File: config.mk
export PLATFORM = sky130hd
export DESIGN_NAME = addsub_byte_seq
export DESIGN_NICKNAME = d
export VERILOG_FILES = /design/src/rtl/addsub_byte_seq.sv
export SDC_FILE = /design/constraint.sdc
export NUM_CORES = 1
export LEC_CHECK = 0
export CORE_MARGIN = 4
export CORE_UTILIZATION = 51
export DETAILED_ROUTE_END_ITERATION = 16
export PLACE_DENSITY = 0.8
export SYNTH_ARGS = -nofsm -noshare
export SYNTH_HDL_FRONTEND = slang
export SYNTH_SLANG_ARGS = --single-unit
File: constraint.sdc
create_clock -name clk -period 3.8 [get_ports clk]
set_clock_uncertainty 0.1 [all_clocks]
set_input_delay 0.76 -clock clk [delete_from_list [all_inputs] [get_ports clk]]
set_output_delay 0.76 -clock clk [all_outputs]
set_load 0.1 [all_outputs]
File: src/rtl/addsub_byte_seq.sv
// Byte-serial add/subtract unit. A single SLICE-bit adder is reused over
// NSLICE cycles to form a WIDTH-bit a+b or a-b, with carry-out and signed
// overflow. Control is a start/busy/done handshake; results are registered
// and hold until the next accepted start.
module addsub_byte_seq #(
   parameter int WIDTH = 32,
   parameter int SLICE = 8
) (
   input  logic             clk,
   input  logic             rst_n,
   input  logic             start,
   input  logic             add_sub,
   input  logic [WIDTH-1:0] a,
   input  logic [WIDTH-1:0] b,
   output logic             busy,
   output logic             done,
   output logic [WIDTH-1:0] s,
   output logic             carry,
   output logic             overflow
);

   localparam int NSLICE = WIDTH / SLICE;
   localparam int KW     = (NSLICE > 1) ? $clog2(NSLICE) : 1;
   localparam logic [KW-1:0] K_LAST = KW'(NSLICE - 1);

   typedef enum logic [1:0] {
      IDLE = 2'b00,
      RUN  = 2'b01
   } state_e;

   state_e           state_q, state_d;
   logic [KW-1:0]    k_q, k_d;
   logic [WIDTH-1:0] a_q, a_d;
   logic [WIDTH-1:0] bx_q, bx_d;
   logic             c_q, c_d;
   logic [WIDTH-1:0] s_q, s_d;
   logic             carry_q, carry_d;
   logic             ovf_q, ovf_d;
   logic             busy_q, busy_d;
   logic             done_q, done_d;

   logic [SLICE:0]   slice_sum;
   logic             last_slice;

   // Shared slice adder: current slice of A plus current slice of B' plus the running carry
   always_comb begin
      slice_sum = {1'b0, a_q[k_q*SLICE +: SLICE]}
                + {1'b0, bx_q[k_q*SLICE +: SLICE]}
                + {{SLICE{1'b0}}, c_q};
   end

   assign last_slice = (k_q == K_LAST);

   // State register
   // NOTE: sequential state uses non-blocking assignments so every flop samples pre-edge values.
   always_ff @(posedge clk or negedge rst_n) begin
      if (!rst_n) state_q <= IDLE;
      else        state_q <= state_d;
   end

   // Next-state logic: IDLE -> RUN on start, RUN -> IDLE after the last slice
   always_comb begin
      // NOTE: every combinational output gets a default first so no path infers a latch.
      state_d = state_q;
      case (state_q)
         IDLE:    if (start)      state_d = RUN;
         RUN:     if (last_slice) state_d = IDLE;
         default:                 state_d = IDLE;
      endcase
   end

   // Datapath and output next-values for each state
   always_comb begin
      k_d     = k_q;
      a_d     = a_q;
      bx_d    = bx_q;
      c_d     = c_q;
      s_d     = s_q;
      carry_d = carry_q;
      ovf_d   = ovf_q;
      busy_d  = busy_q;
      done_d  = 1'b0;
      case (state_q)
         IDLE: begin
            if (start) begin
               // Subtraction is a + ~b + 1: invert B here and seed the carry with add_sub.
               a_d     = a;
               bx_d    = b ^ {WIDTH{add_sub}};
               c_d     = add_sub;
               k_d     = '0;
               s_d     = '0;
               carry_d = 1'b0;
               ovf_d   = 1'b0;
               busy_d  = 1'b1;
            end
         end
         RUN: begin
            c_d                     = slice_sum[SLICE];
            s_d[k_q*SLICE +: SLICE] = slice_sum[SLICE-1:0];
            k_d                     = k_q + 1'b1;
            if (last_slice) begin
               k_d     = '0;
               carry_d = slice_sum[SLICE];
               // The top slice's MSB is the result sign bit.
               ovf_d   = (a_q[WIDTH-1] == bx_q[WIDTH-1]) &&
                         (slice_sum[SLICE-1] != a_q[WIDTH-1]);
               busy_d  = 1'b0;
               done_d  = 1'b1;
            end
         end
         default: begin
            busy_d = 1'b0;
         end
      endcase
   end

   // Datapath and output registers
   // NOTE: operand registers are reset too, so an aborted operation leaves no residue.
   always_ff @(posedge clk or negedge rst_n) begin
      if (!rst_n) begin
         k_q     <= '0;
         a_q     <= '0;
         bx_q    <= '0;
         c_q     <= 1'b0;
         s_q     <= '0;
         carry_q <= 1'b0;
         ovf_q   <= 1'b0;
         busy_q  <= 1'b0;
         done_q  <= 1'b0;
      end else begin
         k_q     <= k_d;
         a_q     <= a_d;
         bx_q    <= bx_d;
         c_q     <= c_d;
         s_q     <= s_d;
         carry_q <= carry_d;
         ovf_q   <= ovf_d;
         busy_q  <= busy_d;
         done_q  <= done_d;
      end
   end

   assign busy     = busy_q;
   assign done     = done_q;
   assign s        = s_q;
   assign carry    = carry_q;
   assign overflow = ovf_q;

endmodule
Word level (Yosys, flattened, before mapping)
Cells that the tools add are included.
{"block": "totals", "regBits": 105, "latch_bits": 0, "ram_bits": 0, "romBits": 0, "in_bits": 68, "out_inout_bits": 36, "wordCells": 53, "memories": 0}
{"block": "classes", "n_addsub": 4, "n_mul": 0, "div": 0, "order_cmp": 0, "eq_ne": 6, "n_shift": 4, "n_mux": 21, "bitwise": 1, "reduce_logical": 7}
{"operator": "$pmux W32 S2", "n": 1}
{"operator": "$shiftx A32 B6 Y8", "n": 2}
{"operator": "$neg A5 Y34", "n": 1}
{"operator": "$shift A8 B34 Y32 const A", "n": 1}
{"operator": "$shiftx A8 B34 Y32", "n": 1}
{"operator": "$bwmux W32", "n": 1}
{"operator": "$mux W32", "n": 1}
{"operator": "$xor A32 B32 Y32", "n": 1}
{"operator": "$add A8 B8 Y9", "n": 1}
{"operator": "$add A9 B1 Y9", "n": 1}
{"operator": "$mux W1", "n": 8}
{"operator": "$mux W2", "n": 4}
{"operator": "$pmux W1 S2", "n": 4}
{"operator": "$pmux W2 S2", "n": 2}
{"operator": "$reduce_and A2 Y1", "n": 3}
{"operator": "$ne A2 B2 Y1 const B", "n": 2}
{"operator": "$reduce_and A3 Y1", "n": 1}
{"operator": "$add A2 B1 Y2 const B", "n": 1}
{"operator": "$eq A2 B1 Y1 const B", "n": 1}
{"operator": "$eq A2 B2 Y1 const B", "n": 1}
{"operator": "$logic_not A2 Y1", "n": 1}
{"operator": "$reduce_bool A2 Y1", "n": 1}
{"operator": "$eq A1 B1 Y1", "n": 1}
{"operator": "$logic_and A1 B1 Y1", "n": 1}
{"operator": "$ne A1 B1 Y1", "n": 1}

Depth between registers and ports, before layout
{"block": "depth", "depth_word": 7, "ltp_mapped": 10, "mapped_depth_nobuf": 9}

Least setup slack after synthesis
Ideal clock, no wire load.
{"block": "synth_timing", "path_type": "register -> register", "start": "register k_q[0]", "end": "register s_q[14] (netlist: s[14])", "t_arrival_ns": 3.005, "setup_slack_ns": 0.628, "path_stages_with_launch": 11, "path_cell_list": "dfrtp_1 buf_2 mux4_2 fa_1 inv_1 fa_1 nor2b_4 o31a_1 or4b_1 nand3_2 a22o_2"}
{"block": "synth_between", "elab_chain_cells": 6}
{"element": "start: declaration", "line_no": "32", "text": "logic [KW-1:0] k_q, k_d;"}
{"element": "start signal: assignment", "line_no": "131", "text": "k_q <= k_d;"}
{"element": "$shiftx A32 B6 Y8, on equally long branches", "line_no": "47, 48"}
{"element": "$add A8 B8 Y9", "line_no": "48", "text": "+ {1'b0, bx_q[k_q*SLICE +: SLICE]}"}
{"element": "$add A9 B1 Y9", "line_no": "49", "text": "+ {{SLICE{1'b0}}, c_q};"}
{"element": "$shiftx A8 B34 Y32", "line_no": "99", "text": "s_d[k_q*SLICE +: SLICE] = slice_sum[SLICE-1:0];"}
{"element": "$bwmux W32 (*)", "line_no": "99"}
{"element": "$pmux W32 S2 (*)", "line_no": "83", "text": "case (state_q)"}
{"element": "end signal: assignment", "line_no": "125", "text": "s_q <= '0;"}
{"element": "end signal: assignment", "line_no": "135", "text": "s_q <= s_d;"}
{"element": "end: declaration", "line_no": "36", "text": "logic [WIDTH-1:0] s_q, s_d;"}
Mark *: on every way between the ends. The rest lies on a longest branch, timed or not.
A chain may end at the register's enable or synchronous reset.

Final worst setup path
{"block": "layout_timing", "start": "register k_q[0]", "end": "register s_q[6] (netlist: s[6])"}
The elaborated chain is that of the path after synthesis.

==> impl_metrics.tcl <==
set metrics [dict create \
    cts_tree "done" \
    wl_per_cell_um 15.9 \
    crit_path_start_kind "flop" \
    die_area_um2 11100 \
    crit_fanout 4 \
    hold_class "input pin to async pin" \
    drc_errors 0 \
    ctsHtreeMaxLevel 3 \
    yosys_warnings 0 \
    areaGrowthSynthToFinish_pct 28.6 \
    async_flop_share 1.00 \
    initial_core_util 0.526 \
    cpPeakStageDelay_ps 540 \
    synth_top_cell_by_area "dfrtp_1" \
    numCtsBuffers 9 \
    synthFlopType "dfrtp_1" \
    tightest_slew_ps 977 \
    gp_congestion 0.811 \
    insertion_delay_ps 360 \
    postCtsSetupBuffers 0 \
    cp_cell_sequence "mux4_2, fa_1, inv_1, fa_1, nor2b_4, o31a_1, or4b_1, nand3_2, a22o_2" \
    post-synth-top-area-fraction 0.531 \
    postLayoutCoreUtil 0.676 \
    final_cell_mix "136 x nand2_1, 103 x dfrtp_1, 100 x clkdlybuf4s50_1" \
    status "complete, no violations" \
    wirelength_um 10900 \
    rsz0062_at_grt "no" \
    hold_buffers 0 \
    vias_per_cell 5.30 \
    rows 35 \
    ys_seq_area_frac 0.531 \
    dieWidth_um 106 \
    numPortBuffers 103 \
    synth_area_um2 4860 \
    drt-initial-drc-count 104 \
    finalCritPeriodShare 0.797 \
    ios 104 \
    synthTopCellsByArea "dfrtp_1 53%, nand2_1 11%, mux4_2 7.4%" \
    firstDrtPassIters 4 \
    synth_cells 453 \
    drive_above_1_share 0.0868 \
    yosysUniqueCellTypes 40 \
    end_kind "flop" \
    postLayoutCellArea_um2 6240 \
    timing.fmax_ghz 0.330 \
    slew_violations 0 \
    path_clk_slew_ps 90 \
    crit_family "adder cells" \
    setup_viol 0 \
    slowest_stage "mux4_2" \
    avgSynthCellArea_um2 10.7 \
    via_count 3612 \
    crit_type "flop to flop" \
    fin_crit_ps 3030 \
    cp.required_ps 4010 \
    critPathBufInv 1 \
    diodes 0 \
    layout_commonest_cell "nand2_1" \
    grt_pass1_wl_um 18000 \
    cts-resized-gates 0 \
    grt_usage 0.203 \
    cp_data_arrival_time_ps 3240 \
    die_y_um 106 \
    finalHoldViolCount 0 \
    ant_nets 0 \
    grt_max_degree 98 \
    dp_slack_ps 799 \
    crit_top_cell "fa_1" \
    cts_root_buffer "clkbuf_8" \
    ys_ff_latch 103 \
    synth_edf_count 0 \
    clock_path_buffers 2 \
    nets 630 \
    clock_sinks 103 \
    max-cap-violations 0 \
    synth_nets 534 \
    core_um2 9240 \
    slew_headroom 0.347 \
    grt_pass1_vias 3626 \
    hpwl_um 8200 \
    overflow 0 \
    setup_ws_ps 771 \
    placed_cell_area_um2 6010 \
    finalSetupTns_ps 0 \
    antenna_found_initial 0 \
]
metrics by stage:
step                cells  hold slack, ps
floorplan             453             340
global placement      667             356
detailed placement    667             363
CTS                   682             320
global route          682             331
finish                682             285
sequential cells by signal, summed over array words and instances, names as in the netlist:
signal	flops
overflow	1
bx_q	32
k_q	2
carry	1
a_q	32
c_q	1
s	32
busy	1
done	1
logic make-up after synthesis:
kind of cell / Yosys count / share of synthesized area
simple gates: 160 / 0.138
flops: 103 / 0.531
compound gates: 91 / 0.125
xor+xnor: 35 / 0.0631
buf+inv: 33 / 0.0281
mux: 18 / 0.0783
fa+ha+maj: 13 / 0.0366
per-layer routing:
| layer | global-route usage | up-vias | wire (um) |
|---|---|---|---|
| li1 | - | 1733 | - |
| met1 | 0.269 | 1764 | 4830 |
| met2 | 0.342 | 100 | 5380 |
| met3 | 0.0343 | 15 | 452 |
| met4 | 0.0666 | 0 | 207 |
| met5 | 0 | - | 0 |
cell usage after synthesis, types with 2 or more instances:
| cell type | instances |
|---|---|
| clkbuf_1 | 15 |
| o21a_1 | 2 |
| xnor2_1 | 34 |
| o31a_1 | 2 |
| mux2i_1 | 2 |
| nor2_1 | 7 |
| o21ai_0 | 39 |
| inv_1 | 9 |
| a21oi_1 | 8 |
| dfrtp_1 | 103 |
| ha_1 | 11 |
| nand2_1 | 136 |
| nor3_1 | 3 |
| a22o_1 | 27 |
| a22o_2 | 2 |
| a21o_1 | 3 |
| buf_2 | 7 |
| fa_1 | 2 |
| nand2b_1 | 3 |
| mux4_2 | 16 |
| nor2b_1 | 2 |
| o31ai_1 | 2 |
area by class of cell:
type                    count  area [um2]
multi-input cells         317        2150
fillers                   717        3000
clock inverters             5         106
repair buffers            109        1090
flip-flops and latches    103        2580
inverters                   9        33.8
well taps                 129         161
clock buffers              10         128
final timing paths:
kind,start,to,slack (ps),depth (start not counted)
setup / recovery,k_q[0]$_DFFE_PN0P_,s[6]$_DFFE_PN0P_,770,9
hold / removal,rst_n,a_q[11]$_DFFE_PN0P_,290,1
setup reg to reg,k_q[0]$_DFFE_PN0P_,s[6]$_DFFE_PN0P_,770,9
hold reg to reg,a_q[19]$_DFFE_PN0P_,a_q[19]$_DFFE_PN0P_,380,2
max in group asynchronous,rst_n,bx_q[8]$_DFFE_PN0P_,2630,2
min in group clk,a_q[19]$_DFFE_PN0P_,a_q[19]$_DFFE_PN0P_,380,2
Power is not shown: default switching activity piles up to over one toggle a cycle in this logic, so the estimate is an artifact.
